--- config.mk ---
export PLATFORM = sky130hd
export DESIGN_NAME = alu_arbiter
export DESIGN_NICKNAME = d
export VERILOG_FILES = /design/src/rtl/alu_arbiter.sv
export SDC_FILE = /design/constraint.sdc
export NUM_CORES = 1
export LEC_CHECK = 0
export BUFFER_PORTS_ARGS = -buffer_cell sky130_fd_sc_hd__buf_4
export CAP_MARGIN = 20
export CORE_UTILIZATION = 45
export DETAILED_ROUTE_END_ITERATION = 7
export GPL_ROUTABILITY_DRIVEN = 0
export PLACE_DENSITY = 0.8
export SLEW_MARGIN = 20
export SYNTH_ARGS = -nofsm -noshare
export SYNTH_HDL_FRONTEND = slang
export SYNTH_SLANG_ARGS = --single-unit
--- constraint.sdc ---
create_clock -name clk_i -period 2 [get_ports clk_i]
set_input_delay 0.1 -clock clk_i [delete_from_list [all_inputs] [get_ports clk_i]]
set_output_delay 0.1 -clock clk_i [all_outputs]
set_load 0.005 [all_outputs]
--- src/rtl/alu_arbiter.sv ---
`default_nettype none
// ============================================================================
// Module   : alu_arbiter
// Purpose  : Shares one registered ALU between two requesters. Grants one
//            command at a time (round-robin under contention), drives the
//            registered ALU operands, waits out the ALU latency, captures the
//            result and class flags, and returns them tagged with the
//            requester ID through a valid/ready response port.
// Revision : 1.0 - initial release
// ----------------------------------------------------------------------------
// Ports:
//   clk_i, rst_i                  clock (rising edge), sync active-high reset
//   reqN_valid_i / reqN_ready_o   requester N command handshake (N = 0, 1)
//   reqN_a_i, reqN_b_i            requester N operands       [DATA_W]
//   reqN_fun_i                    requester N function code  [FUN_W]
//   alu_a_o, alu_b_o, alu_fun_o   registered operands/function to the ALU
//   alu_out_i                     ALU result                 [DATA_W]
//   arith/logic/cmp/shift_flag_i  ALU class flags
//   rsp_valid_o / rsp_ready_i     response handshake
//   rsp_id_o                      requester that issued the operation
//   rsp_data_o, rsp_flags_o       captured result, {Arith,Logic,CMP,Shift}
//   rsp_err_o                     operation rejected (divide by zero)
//   busy_o                        an operation is in progress
// ============================================================================
module alu_arbiter #(
  parameter int DATA_W  = 16,
  parameter int FUN_W   = 4,
  parameter int ALU_LAT = 1
) (
  input  logic              clk_i,
  input  logic              rst_i,
  // requester 0
  input  logic              req0_valid_i,
  output logic              req0_ready_o,
  input  logic [DATA_W-1:0] req0_a_i,
  input  logic [DATA_W-1:0] req0_b_i,
  input  logic [FUN_W-1:0]  req0_fun_i,
  // requester 1
  input  logic              req1_valid_i,
  output logic              req1_ready_o,
  input  logic [DATA_W-1:0] req1_a_i,
  input  logic [DATA_W-1:0] req1_b_i,
  input  logic [FUN_W-1:0]  req1_fun_i,
  // ALU side
  output logic [DATA_W-1:0] alu_a_o,
  output logic [DATA_W-1:0] alu_b_o,
  output logic [FUN_W-1:0]  alu_fun_o,
  input  logic [DATA_W-1:0] alu_out_i,
  input  logic              arith_flag_i,
  input  logic              logic_flag_i,
  input  logic              cmp_flag_i,
  input  logic              shift_flag_i,
  // response
  output logic              rsp_valid_o,
  input  logic              rsp_ready_i,
  output logic              rsp_id_o,
  output logic [DATA_W-1:0] rsp_data_o,
  output logic [3:0]        rsp_flags_o,
  output logic              rsp_err_o,
  output logic              busy_o
);

  localparam int CNT_W = (ALU_LAT < 1) ? 1 : $clog2(ALU_LAT + 1);
  localparam logic [CNT_W-1:0] CNT_LOAD = CNT_W'(ALU_LAT);
  localparam logic [FUN_W-1:0] FUN_NOP  = {FUN_W{1'b1}};
  localparam logic [FUN_W-1:0] FUN_DIV  = FUN_W'(3);

  localparam logic [1:0] S_IDLE = 2'd0;
  localparam logic [1:0] S_EXEC = 2'd1;
  localparam logic [1:0] S_RESP = 2'd2;

  logic [1:0]        state_q,     state_d;
  logic              rr_ptr_q,    rr_ptr_d;
  logic              cooldown_q,  cooldown_d;
  logic [DATA_W-1:0] alu_a_q,     alu_a_d;
  logic [DATA_W-1:0] alu_b_q,     alu_b_d;
  logic [FUN_W-1:0]  alu_fun_q,   alu_fun_d;
  logic              id_q,        id_d;
  logic              err_q,       err_d;
  logic [CNT_W-1:0]  cnt_q,       cnt_d;
  logic              rsp_valid_q, rsp_valid_d;
  logic              rsp_id_q,    rsp_id_d;
  logic [DATA_W-1:0] rsp_data_q,  rsp_data_d;
  logic [3:0]        rsp_flags_q, rsp_flags_d;
  logic              rsp_err_q,   rsp_err_d;

  logic              w_grant0;
  logic              w_grant1;
  logic              w_open;
  logic [DATA_W-1:0] w_sel_a;
  logic [DATA_W-1:0] w_sel_b;
  logic [FUN_W-1:0]  w_sel_fun;
  logic              w_div0;

  // A lone valid always wins; under contention rr_ptr picks the winner.
  assign w_grant0 = req0_valid_i & (~req1_valid_i | ~rr_ptr_q);
  assign w_grant1 = req1_valid_i & (~req0_valid_i |  rr_ptr_q);

  // The cycle right after a response retires is a turnaround cycle with no
  // grant, which sets the peak cadence at one operation per ALU_LAT+4 cycles.
  assign w_open = (state_q == S_IDLE) & ~cooldown_q;

  assign req0_ready_o = w_open & w_grant0;
  assign req1_ready_o = w_open & w_grant1;

  assign w_sel_a   = w_grant1 ? req1_a_i   : req0_a_i;
  assign w_sel_b   = w_grant1 ? req1_b_i   : req0_b_i;
  assign w_sel_fun = w_grant1 ? req1_fun_i : req0_fun_i;

  // Divide by zero is never sent to the ALU; a NOP runs in its place so the
  // timing of the rejected operation matches a normal one.
  assign w_div0 = (w_sel_fun == FUN_DIV) && (w_sel_b == '0);

  always_comb begin
    state_d     = state_q;
    rr_ptr_d    = rr_ptr_q;
    cooldown_d  = 1'b0;
    alu_a_d     = alu_a_q;
    alu_b_d     = alu_b_q;
    alu_fun_d   = alu_fun_q;
    id_d        = id_q;
    err_d       = err_q;
    cnt_d       = cnt_q;
    rsp_valid_d = rsp_valid_q;
    rsp_id_d    = rsp_id_q;
    rsp_data_d  = rsp_data_q;
    rsp_flags_d = rsp_flags_q;
    rsp_err_d   = rsp_err_q;

    case (state_q)
      S_IDLE: begin
        if (req0_ready_o | req1_ready_o) begin
          alu_a_d   = w_sel_a;
          alu_b_d   = w_sel_b;
          alu_fun_d = w_div0 ? FUN_NOP : w_sel_fun;
          id_d      = req1_ready_o;
          err_d     = w_div0;
          cnt_d     = CNT_LOAD;
          rr_ptr_d  = ~req1_ready_o;
          state_d   = S_EXEC;
        end
      end

      S_EXEC: begin
        if (cnt_q == '0) begin
          rsp_id_d    = id_q;
          rsp_err_d   = err_q;
          rsp_data_d  = err_q ? '0 : alu_out_i;
          rsp_flags_d = err_q ? 4'b0000
                              : {arith_flag_i, logic_flag_i, cmp_flag_i, shift_flag_i};
          alu_fun_d   = FUN_NOP;
          rsp_valid_d = 1'b1;
          state_d     = S_RESP;
        end else begin
          cnt_d = cnt_q - CNT_W'(1);
        end
      end

      S_RESP: begin
        if (rsp_ready_i) begin
          rsp_valid_d = 1'b0;
          cooldown_d  = 1'b1;
          state_d     = S_IDLE;
        end
      end

      default: begin
        state_d = S_IDLE;
      end
    endcase
  end

  always_ff @(posedge clk_i) begin
    if (rst_i) begin
      state_q     <= S_IDLE;
      rr_ptr_q    <= 1'b0;
      cooldown_q  <= 1'b0;
      alu_a_q     <= '0;
      alu_b_q     <= '0;
      alu_fun_q   <= FUN_NOP;
      id_q        <= 1'b0;
      err_q       <= 1'b0;
      cnt_q       <= '0;
      rsp_valid_q <= 1'b0;
      rsp_id_q    <= 1'b0;
      rsp_data_q  <= '0;
      rsp_flags_q <= 4'b0000;
      rsp_err_q   <= 1'b0;
    end else begin
      state_q     <= state_d;
      rr_ptr_q    <= rr_ptr_d;
      cooldown_q  <= cooldown_d;
      alu_a_q     <= alu_a_d;
      alu_b_q     <= alu_b_d;
      alu_fun_q   <= alu_fun_d;
      id_q        <= id_d;
      err_q       <= err_d;
      cnt_q       <= cnt_d;
      rsp_valid_q <= rsp_valid_d;
      rsp_id_q    <= rsp_id_d;
      rsp_data_q  <= rsp_data_d;
      rsp_flags_q <= rsp_flags_d;
      rsp_err_q   <= rsp_err_d;
    end
  end

  assign alu_a_o     = alu_a_q;
  assign alu_b_o     = alu_b_q;
  assign alu_fun_o   = alu_fun_q;
  assign rsp_valid_o = rsp_valid_q;
  assign rsp_id_o    = rsp_id_q;
  assign rsp_data_o  = rsp_data_q;
  assign rsp_flags_o = rsp_flags_q;
  assign rsp_err_o   = rsp_err_q;
  assign busy_o      = (state_q != S_IDLE);

endmodule
`default_nettype wire
Word-level counts from Yosys, hierarchy flattened
Cells that the tools add are included.
W data, S select, Z words.
{ "word_totals": {"ff_bits": 66, "mem_bits_ro": 0, "latch_bits": 0, "ramBits": 0, "memories": 0, "word_cells": 69} }
{ "classes": {"n_lt_le_gt_ge": 0, "bitwise": 15, "n_div": 0, "n_reduce_logical": 13, "shift": 0, "n_addsub": 1, "eq_ne": 6, "mux": 20, "mul": 0} }
{ "op_table": {"columns": ["cell", "n"], "rows": [
  ["$mux W16", 3],
  ["$mux W4", 5],
  ["$logic_not A16 Y1", 1],
  ["$reduce_and A3 Y1", 3],
  ["$pmux W4 S2", 1],
  ["$not A1 Y1", 7],
  ["$mux W2", 3],
  ["$pmux W2 S3", 1],
  ["$reduce_and A2 Y1", 3],
  ["$reduce_bool A2 Y1", 3],
  ["$and A1 B1 Y1", 5],
  ["$mux W1", 5],
  ["$eq A4 B2 Y1 const B", 1],
  ["$ne A2 B2 Y1 const B", 2],
  ["$pmux W1 S2", 2],
  ["$or A1 B1 Y1", 3],
  ["$eq A2 B1 Y1 const B", 1],
  ["$eq A2 B2 Y1 const B", 1],
  ["$logic_not A2 Y1", 1],
  ["$ne A2 B1 Y1 const B", 1],
  ["$reduce_or A2 Y1", 1],
  ["$logic_and A1 B1 Y1", 1],
  ["$sub A1 B1 Y1 const B", 1]
]} }

Depth between registers and ports, before layout
Gate-level depths: netlist of the first run.
{ "depth": {"word_depth": 9, "mapped_depth": 8, "ltp_nobuf": 5} }

Least setup slack after synthesis of the first run
Ideal clock, no wire load.
{ "synth_path": {"path_type": "register to register", "start": "register state_q[0]", "end": "register alu_fun_q[3], in the netlist alu_fun_o[3]", "setup_slack_ps": 507, "arrival_time_ps": 1369, "stages_incl_launch_ff": 9, "t_required_ps": 1877, "setup_time_ps": 123, "cell_sequence": "dfxtp_1 -> buf_6 -> or2_4 -> nor2_4 -> o21a_4 -> buf_6 -> buf_6 -> and2_1 -> a31oi_1"} }
{ "synth_between": {"elab_chain_len": 6, "word_cells_on_any_way": 11} }
{ "synth_lines": {"columns": ["element", "line", "text"], "rows": [
  ["start: declaration", "72", "logic [1:0] state_q, state_d;"],
  ["start signal: assignment", "190", "state_q <= state_d;"],
  ["$logic_not A2 Y1", "101, 130", null],
  ["$and A1 B1 Y1", "101", "assign w_open = (state_q == S_IDLE) & ~cooldown_q;"],
  ["$and A1 B1 Y1 (on tied branches)", "103, 104", null],
  ["$or A1 B1 Y1", "132", "if (req0_ready_o | req1_ready_o) begin"],
  ["$ne A2 B1 Y1 (no source line)", null, null],
  ["$reduce_and A3 Y1 (no source line)", null, null],
  ["end signal: assignment", "195", "alu_fun_q <= alu_fun_d;"],
  ["end: declaration", "77", "logic [FUN_W-1:0] alu_fun_q, alu_fun_d;"]
]} }
Parallel ways exist; a longest one is shown, timed or not.
A chain may end at the register's enable or synchronous reset.

Worst setup path after layout of the first run
{ "layout_path": {"start": "register state_q[0]", "end": "register alu_b_q[11], in the netlist alu_b_o[11]"} }
{ "layout_between": {"elab_chain_len": 5, "word_cells_on_any_way": 6} }
{ "layout_lines": {"columns": ["element", "line", "text"], "rows": [
  ["$logic_not A2 Y1 (*)", "101, 130", null],
  ["$and A1 B1 Y1", "101", null],
  ["$and A1 B1 Y1 (on tied branches)", "103, 104", null],
  ["$or A1 B1 Y1", "132", null],
  ["$reduce_and A2 Y1 (no source line) (*)", null, null],
  ["end signal: assignment", "194", "alu_b_q <= alu_b_d;"],
  ["end: declaration", "76", "logic [DATA_W-1:0] alu_b_q, alu_b_d;"]
]} }
Every way passes the cells marked *; elsewhere a longest branch is shown, timed or not.

==> out/qor.txt, run 1 <==
# DRC: 0
Setup Slack @ Placement: 0.273 ns
GRT Util Overall: 0.245
Final setup fails: 0
Vias in the first global route: 2985
CP arrival: 1.98 ns
DR vias: 2757
Unrepaired setup endpoints after global routing: false
Crit end category: flip-flop
Die Span Y: 82.8 um
FFs w/ async S/R, synth: 0
Count of pins over their slew limit: 0
Layout cells sized above 1: 0.510
First drt pass iteration count: 4
Least-Margin Pin Slew: 0.629 ns
CP max-delay cell: dfxtp_1
EDFF count, synth: 0
Input/output buffers: 158
Die area: 6860 um2
ANT nets after route: 0
Setup CP Type: reg2reg
CP Data Required Time: 2.25 ns
Clock slew seen by the registers of the worst setup and hold paths: 0.07 ns
Worst-case clock buffer depth: 2
Cts repair resizes: 0
First-pass GRT wire length: 13.7 mm
FP Rows: 29
Final WL: 7.97 mm
Tmin final: 1.73 ns
Post-DP HPWL: 5.90 mm
Cts bufs inserted: 9
WHS: 0.0376 ns
Commonest non-fill, non-tap cell in the layout: buf_4
Register area share after synthesis: 0.450
Area delta synth->final: 56.9%
Setup TNS: 0 ns
Max-slew headroom: 0.576
CTS root buffer: clkbuf_8
Largest net degree at the start of global routing: 33
H-tree depth: 3
VDD IR max: 0.000719 V
Ys flop type: dfxtp_1
Clock latency on the worst-skew pair: 0.34 ns
Final hold vios: 0
Antenna Cells: 0
Pwr/cell area: 898 nW/um2
Starting Density: 0.465
Synthesized area: 2940 um2
Worst-path cell chain: or2_4, nor2_4, o21a_4, buf_12, nor2_1, a211oi_2
Max-cap violations: 0
Synthesized flop and latch total: 66
Via density: 5.22
DR iter-0 viols: 87
Yosys Warn Count: 0
Outcome: finished, final reports clean
Gr ovfl total: 0
Nets@finish: 543
Worst Skew: 0.0117 ns
Syn nets: 367
CTS tree: yes
Tcrit/Tclk final: 0.866
CORE AREA: 6310 um2
Synth unique cells: 35
Post-Syn Instances: 270
Worst setup margin: 0.268 ns
Path category of the worst min-delay check: in2reg
Initial antenna violation count: 0
CP max stage delay: 0.40 ns
Fmax: 577 MHz
Critical Path Start Type: flip-flop
WL/cell: 15.1 um
Commonest non-fill, non-tap cells in the layout: buf_4, dfxtp_1, mux2i_1, a211oi_2, nor2_1
Critical path fanouts, max: 21
Ports: 159
Leak: 2.15 nW
Die width: 82.8 um
CTS sink cnt: 66
Syn avg cell area: 10.9 um2
cell families (layout without fill, tap and decap cells):
group	Yosys count	count (layout)	synth area share
AO/OA/AOI/OAI	74	74	0.244
AND/OR/NAND/NOR	70	70	0.126
flip-flops	66	66	0.450
multiplexers	36	36	0.123
buffers and inverters	24	205	0.0571
area by class of cell:
| class | count | area, um2 |
|---|---|---|
| multi-input combinational | 180 | 1470 |
| sequential | 66 | 1320 |
| tap | 77 | 96.3 |
| clock buffer | 12 | 155 |
| inverter | 2 | 7.51 |
| clock inverter | 4 | 73.8 |
| fill | 483 | 1700 |
| timing repair buffer | 187 | 1490 |
flip-flops by register name (all words and copies together) (netlist names):
signal / cells
rsp_data_o: 16
cooldown_q: 1
rsp_err_o: 1
alu_a_o: 16
rsp_id_o: 1
rr_ptr_q: 1
id_q: 1
err_q: 1
rsp_valid_o: 1
state_q: 2
alu_fun_o: 4
alu_b_o: 16
cnt_q: 1
rsp_flags_o: 4
where the power goes:
group,leakage (nW),internal (mW),switching [mW],total (mW)
Clock,0.117,0.771,0.497,1.27
Combinational,1.49,0.681,0.562,1.24
Sequential,0.544,1.51,0.123,1.63
synth_stat cells (2+ instances only):
cell | count | area (um2)
inv_1 | 2 | 7.51
nor2_2 | 10 | 62.6
nor3b_1 | 2 | 15.0
o21ai_0 | 2 | 10.0
dfxtp_1 | 66 | 1320
mux2i_1 | 36 | 360
nor4_1 | 6 | 37.5
buf_2 | 4 | 20.0
a21oi_1 | 10 | 50.1
buf_4 | 4 | 30.0
a31oi_1 | 2 | 12.5
a211oi_2 | 32 | 400
buf_6 | 4 | 45.0
nor4b_1 | 4 | 35.0
a22o_1 | 21 | 184
o211ai_1 | 2 | 15.0
clkbuf_1 | 8 | 30.0
nand3b_1 | 2 | 15.0
nor3_1 | 4 | 20.0
nor2_1 | 24 | 90.1
nand3_1 | 3 | 15.0
nand2_1 | 9 | 33.8
final timing paths:
check / cells after the start / slack [ns] / to / startpoint
worst min-delay path: 2 / 0.04 / rr_ptr_q / req1_valid_i
worst max-delay path: 6 / 0.27 / alu_b_o[11] / state_q[0]
worst min register to register: 2 / 0.46 / rsp_err_o / rsp_err_o
worst max register to register: 6 / 0.27 / alu_b_o[11] / state_q[0]
critical path, delay by kind of cell (launching register included):
family | cells | cell delay, ns
and+or+nand+nor | 3 | 0.51
buffers and inverters | 1 | 0.21
DFF | 1 | 0.40
AOI/OAI and AO/OA | 2 | 0.54
per-stage QoR:
stage                      util  power [mW]  instances  area, um2
after floorplan               -        2.34        270       2940
after global placement    0.662        2.84        492       4180
after detailed placement  0.662        2.87        492       4180
after CTS                 0.730        4.18        528       4610
after global routing      0.730        4.38        528       4610
final                     0.730        4.14        528       4610
per-layer routing:
| layer | share of wire | GRT usage | vias to the layer above |
|---|---|---|---|
| li1 | - | - | 1352 |
| met1 | 0.40 | 0.269 | 1286 |
| met2 | 0.51 | 0.443 | 110 |
| met3 | 0.070 | 0.0726 | 9 |
| met4 | 0.014 | 0.0893 | 0 |
| met5 | 0 | 0 | - |
timing repair:
action	4_1_cts	5_1_grt
hold endpoints to repair	20	0
hold buffers	20	0
buffers inserted	0	0
(Power assumes the default switching activity.)
==> run 2, diff against run 1 <==
HOLD_SLACK_MARGIN = 0.05   (was unset)
RECOVER_POWER = 100   (was unset)
==> run 2 against run 1 <==
Die area is the same. Critical path depth fell by 1. Clock-buffer cell count did not move. Combinational power fell by 6%. Sequential cell count is the same.
==> out/qor.txt, run 2 (same netlist as run 1, synthesis figures left out) <==
Outcome: finished, final reports clean (unchanged)
Commonest non-fill, non-tap cell in the layout: buf_4 (unchanged)
CTS root buffer: clkbuf_8 (unchanged)
Nets@finish: 547 (was 543)
H-tree depth: 3 (unchanged)
DR vias: 2788 (was 2757)
Final WL: 8.08 mm (was 7.97 mm)
Final setup fails: 0 (unchanged)
Max-cap violations: 0 (unchanged)
GRT Util Overall: 0.246 (was 0.245)
ANT nets after route: 0 (unchanged)
Die area: 6860 um2 (unchanged)
WHS: 0.0987 ns (was 0.0376 ns)
Initial antenna violation count: 0 (unchanged)
DR iter-0 viols: 85 (was 87)
Ports: 159 (unchanged)
Cts bufs inserted: 9 (unchanged)
Gr ovfl total: 0 (unchanged)
Final hold vios: 0 (unchanged)
Critical path fanouts, max: 10 (was 21)
Crit end category: flip-flop (unchanged)
Critical Path Start Type: flip-flop (unchanged)
Post-DP HPWL: 5.90 mm (unchanged)
Clock latency on the worst-skew pair: 0.34 ns (about the same)
Clock slew seen by the registers of the worst setup and hold paths: 0.07 ns (about the same)
CP Data Required Time: 2.28 ns (was 2.25 ns)
VDD IR max: 0.000716 V (was 0.000719 V)
First-pass GRT wire length: 13.7 mm (about the same)
Worst-case clock buffer depth: 2 (unchanged)
FP Rows: 29 (unchanged)
Setup CP Type: reg2reg (unchanged)
Vias in the first global route: 3004 (was 2985)
CTS tree: yes (unchanged)
Antenna Cells: 0 (unchanged)
Dpl cells: 492 (unchanged)
Input/output buffers: 158 (unchanged)
Worst setup margin: 0.203 ns (was 0.268 ns)
# DRC: 0 (unchanged)
Leak: 2.07 nW (was 2.15 nW)
Pwr/cell area: 897 nW/um2 (was 898 nW/um2)
Via density: 5.24 (was 5.22)
Worst Skew: 0.0122 ns (was 0.0117 ns)
WL/cell: 15.2 um (was 15.1 um)
Tmin final: 1.80 ns (was 1.73 ns)
Reg2reg setup slack: 0.20 ns (was 0.27 ns)
Area delta synth->final: 53.7% (was 56.9%)
Setup Slack @ Placement: 0.273 ns (unchanged)
CTS sink cnt: 66 (unchanged)
Die width: 82.8 um (unchanged)
Unrepaired setup endpoints after global routing: false (unchanged)
Tcrit/Tclk final: 0.899 (was 0.866)
CP arrival: 2.07 ns (was 1.98 ns)
Starting Density: 0.465 (unchanged)
Fmax: 556 MHz (was 577 MHz)
Path category of the worst min-delay check: in2reg (unchanged)
Setup TNS: 0 ns (unchanged)
First drt pass iteration count: 4 (unchanged)
Non-Filler Instances: 532 (was 528)
CORE AREA: 6310 um2 (unchanged)
Max-slew headroom: 0.570 (was 0.576)
Commonest non-fill, non-tap cells in the layout: buf_4, dfxtp_1, clkbuf_4, mux2i_1 (was buf_4, dfxtp_1, mux2i_1, a211oi_2, nor2_1)
Count of pins over their slew limit: 0 (unchanged)
Die Span Y: 82.8 um (unchanged)
Layout cells sized above 1: 0.442 (was 0.510)
Least-Margin Pin Slew: 0.638 ns (was 0.629 ns)
Largest net degree at the start of global routing: 33 (unchanged)
==> run 2: cell count changes in the layout (fill, tap and decap cells not counted), sizes merged <==
cell         before  now
dlygate4sd3      20   24
clkbuf           12   75
buf             167  104
==> run 2: path summary, 6_finish.rpt <==
check	to	cells past startpoint	startpoint
min reg2reg	rsp_err_o	2	rsp_err_o
min	alu_fun_o[0]	3	req1_fun_i[0]
max	rr_ptr_q	5	state_q[0]
max reg2reg	rr_ptr_q	5	state_q[0]
==> run 2: layer usage <==
| metal | vias to the layer above | wire length, um | GRT usage |
|---|---|---|---|
| li1 | 1368 | - | - |
| met1 | 1298 | 3290 | 0.270 |
| met2 | 113 | 4140 | 0.446 |
| met3 | 9 | 539 | 0.0736 |
| met4 | 0 | 108 | 0.0893 |
| met5 | - | 0 | 0 |
==> run 2: power breakdown <==
part | switching (mW) | internal, mW | total (mW)
Clock | 0.499 | 0.771 | 1.27
Combinational | 0.539 | 0.620 | 1.16
Sequential | 0.119 | 1.51 | 1.63
Total | 1.16 | 2.90 | 4.05
==> run 2: per-stage QoR <==
stage,utilization,power [mW],area (um2)
3_3_place_gp,0.662,2.84,4180
3_5_place_dp,0.662,2.87,4180
6_report,0.715,4.05,4520
2_1_floorplan,-,2.34,2940
4_1_cts,0.737,4.19,4650
5_1_grt,0.715,4.29,4520
==> run 2: what timing repair did <==
item,CTS,global route
endpoints found under the hold margin,28,0
hold buffers,24,0
resized for setup,0,0
setup buffers,0,0
==> run 2: worst max-delay path, stage by stage (launching register included) <==
cell           delay (ns)
dfxtp_1              0.40
or2_4                0.31
nor2_4               0.13
a21oi_1              0.08
a311oi_1             0.25
dlygate4sd3_1        0.58
==> run 2: cell type report <==
cell class | count | area [um2]
inverters | 2 | 7.51
repair buffers | 191 | 1470
well taps | 77 | 96.3
multi-input cells | 180 | 1400
fillers | 512 | 1800
clock inverters | 4 | 73.8
flip-flops and latches | 66 | 1320
clock buffers | 12 | 155
==> run 3, diff against run 2 <==
BUFFER_PORTS_ARGS = -buffer_cell sky130_fd_sc_hd__clkbuf_2   (was -buffer_cell sky130_fd_sc_hd__buf_4)
==> run 3 against run 2 <==
Clock-buffer cell count down 1. Worst setup slack got worse by 0.030 ns. Core utilization down 6.2 points. Critical path depth down 1. Sequential power about the same. Fmax decreased by 1.7%. Critical endpoint is now req1_ready_o.
==> out/qor.txt, run 3 (same netlist as run 1, synthesis figures left out) <==
Worst setup margin: 0.172 ns (was 0.203 ns)
Nets@finish: 543 (was 547)
Worst-case clock buffer depth: 2 (unchanged)
Fmax: 547 MHz (was 556 MHz)
Setup Slack @ Placement: 0.290 ns (was 0.273 ns)
Area of the multi-input gates: 1420 um2 (was 1400 um2)
Worst Skew: 0.00633 ns (was 0.0122 ns)
CTS sink cnt: 66 (unchanged)
Setup CP Type: reg2out (was reg2reg)
Cts bufs inserted: 9 (unchanged)
Non-Filler Instances: 528 (was 532)
GRT Util Overall: 0.230 (was 0.246)
Clock slew seen by the registers of the worst setup and hold paths: 0.07 ns (about the same)
Commonest non-fill, non-tap cell in the layout: clkbuf_2 (was buf_4)
H-tree depth: 3 (unchanged)
Vias in the first global route: 2792 (was 3004)
Post-DP HPWL: 5.47 mm (was 5.90 mm)
FP Rows: 29 (unchanged)
# DRC: 0 (unchanged)
First-pass GRT wire length: 12.8 mm (was 13.7 mm)
Largest net degree at the start of global routing: 36 (was 33)
Least-Margin Pin Slew: 0.666 ns (was 0.638 ns)
Total power: 3.80 mW (was 4.05 mW)
Leak: 1.94 nW (was 2.07 nW)
WL/cell: 14.6 um (was 15.2 um)
Unrepaired setup endpoints after global routing: false (unchanged)
Final WL: 7.74 mm (was 8.08 mm)
Die Span Y: 82.8 um (unchanged)
CP Data Required Time: 1.90 ns (was 2.28 ns)
Ports: 159 (unchanged)
Tmin final: 1.83 ns (was 1.80 ns)
Via density: 5.25 (was 5.24)
Starting Density: 0.465 (unchanged)
Layout cells sized above 1: 0.432 (was 0.442)
Tcrit/Tclk final: 0.914 (was 0.899)
Max-cap violations: 0 (unchanged)
Post-CTS setup buffers: 0 (unchanged)
Die width: 82.8 um (unchanged)
Gr ovfl total: 0 (unchanged)
Clock latency on the worst-skew pair: 0.33 ns (was 0.34 ns)
Setup TNS: 0 ns (unchanged)
Commonest non-fill, non-tap cells in the layout: clkbuf_2, dfxtp_1, mux2i_1, clkbuf_1, a211oi_2 (was buf_4, dfxtp_1, clkbuf_4, mux2i_1)
Initial antenna violation count: 0 (unchanged)
Final setup fails: 0 (unchanged)
Fill cells: 553 (was 512)
CORE AREA: 6310 um2 (unchanged)
Antenna Cells: 0 (unchanged)
First drt pass iteration count: 4 (unchanged)
CTS tree: yes (unchanged)
ANT nets after route: 0 (unchanged)
Count of pins over their slew limit: 0 (unchanged)
Path category of the worst min-delay check: in2reg (unchanged)
Area delta synth->final: 40.4% (was 53.7%)
DR iter-0 viols: 94 (was 85)
CP max-delay cell: o21ai_2 (was dlygate4sd3_1)
FF+latch area: 1320 um2 (unchanged)
Critical Path Start Type: flip-flop (unchanged)
CP arrival: 1.73 ns (was 2.07 ns)
Dpl cells: 491 (was 492)
Critical path fanouts, max: 22 (was 10)
Die area: 6860 um2 (unchanged)
Reg2reg setup slack: 0.26 ns (was 0.20 ns)
Crit end category: primary output (was flip-flop)
Worst-path cell chain: o21ai_2, buf_12, nor3_1, clkbuf_2 (was or2_4, nor2_4, a21oi_1, a311oi_1, dlygate4sd3_1)
DR vias: 2772 (was 2788)
CP max stage delay: 0.56 ns (was 0.58 ns)
Input/output buffers: 158 (unchanged)
VDD IR max: 0.000501 V (was 0.000716 V)
CTS root buffer: clkbuf_8 (unchanged)
Max-slew headroom: 0.556 (was 0.570)
Pwr/cell area: 922 nW/um2 (was 897 nW/um2)
Outcome: finished, final reports clean (unchanged)
Final hold vios: 0 (unchanged)
[run 3: cell count changes in the layout (fill, tap and decap cells not counted), moves of 2 or more]
cell	delta
a211oi_2	+7
clkbuf_1	+12
dlygate4sd3_1	-3
clkbuf_2	+128
clkinv_2	+2
a211oi_1	-7
buf_4	-98
clkbuf_4	-45
[run 3: worst max-delay path, delay by kind of cell (launching register included)]
family | cells | cell delay, ns
compound gates | 1 | 0.56
buf+inv | 2 | 0.39
flops | 1 | 0.35
simple gates | 1 | 0.09
[run 3: report_power, final]
| group | leakage (nW) | switching [mW] | internal (mW) |
|---|---|---|---|
| Combinational | 1.29 | 0.547 | 0.510 |
| Clock | 0.105 | 0.482 | 0.637 |
| Sequential | 0.544 | 0.119 | 1.51 |
[run 3: repair_timing]
item / 4_1_cts / 5_1_grt
hold buffers: 21 / 0
gates resized for setup: 0 / 0
hold endpoints to repair: 21 / 0
[run 3: path summary, 6_finish.rpt]
check / start / end / depth (start not counted)
worst max register to register: state_q[0] / alu_b_o[14] / 6
worst min-delay path: req1_valid_i / rr_ptr_q / 2
worst max-delay path: rr_ptr_q / req1_ready_o / 4
worst min register to register: rsp_err_o / rsp_err_o / 2
[run 3: metal layers]
metal / global-route usage / vias to the layer above / part of all wire
li1: - / 1356 / -
met1: 0.255 / 1296 / 0.41
met2: 0.420 / 109 / 0.51
met3: 0.0626 / 11 / 0.070
met4: 0.0784 / 0 / 0.011
met5: 0 / - / 0
[run 3: area by class of cell]
class | instances | share of cell area
Multi-Input combinational cell | 180 | 0.345
Sequential cell | 66 | 0.320
Timing Repair Buffer | 187 | 0.260
Clock buffer | 11 | 0.0367
Tap cell | 77 | 0.0234
Clock inverter | 5 | 0.0127
Inverter | 2 | 0.00182
[run 3: through the flow]
step / instance area (um2) / utilization / hold slack, ns
global placement: 3790 / 0.600 / 0.313
floorplan: 2940 / - / 0.216
finish: 4130 / 0.653 / 0.0868
global route: 4130 / 0.653 / 0.0846
CTS: 4210 / 0.666 / 0.0780
detailed placement: 3790 / 0.600 / 0.315
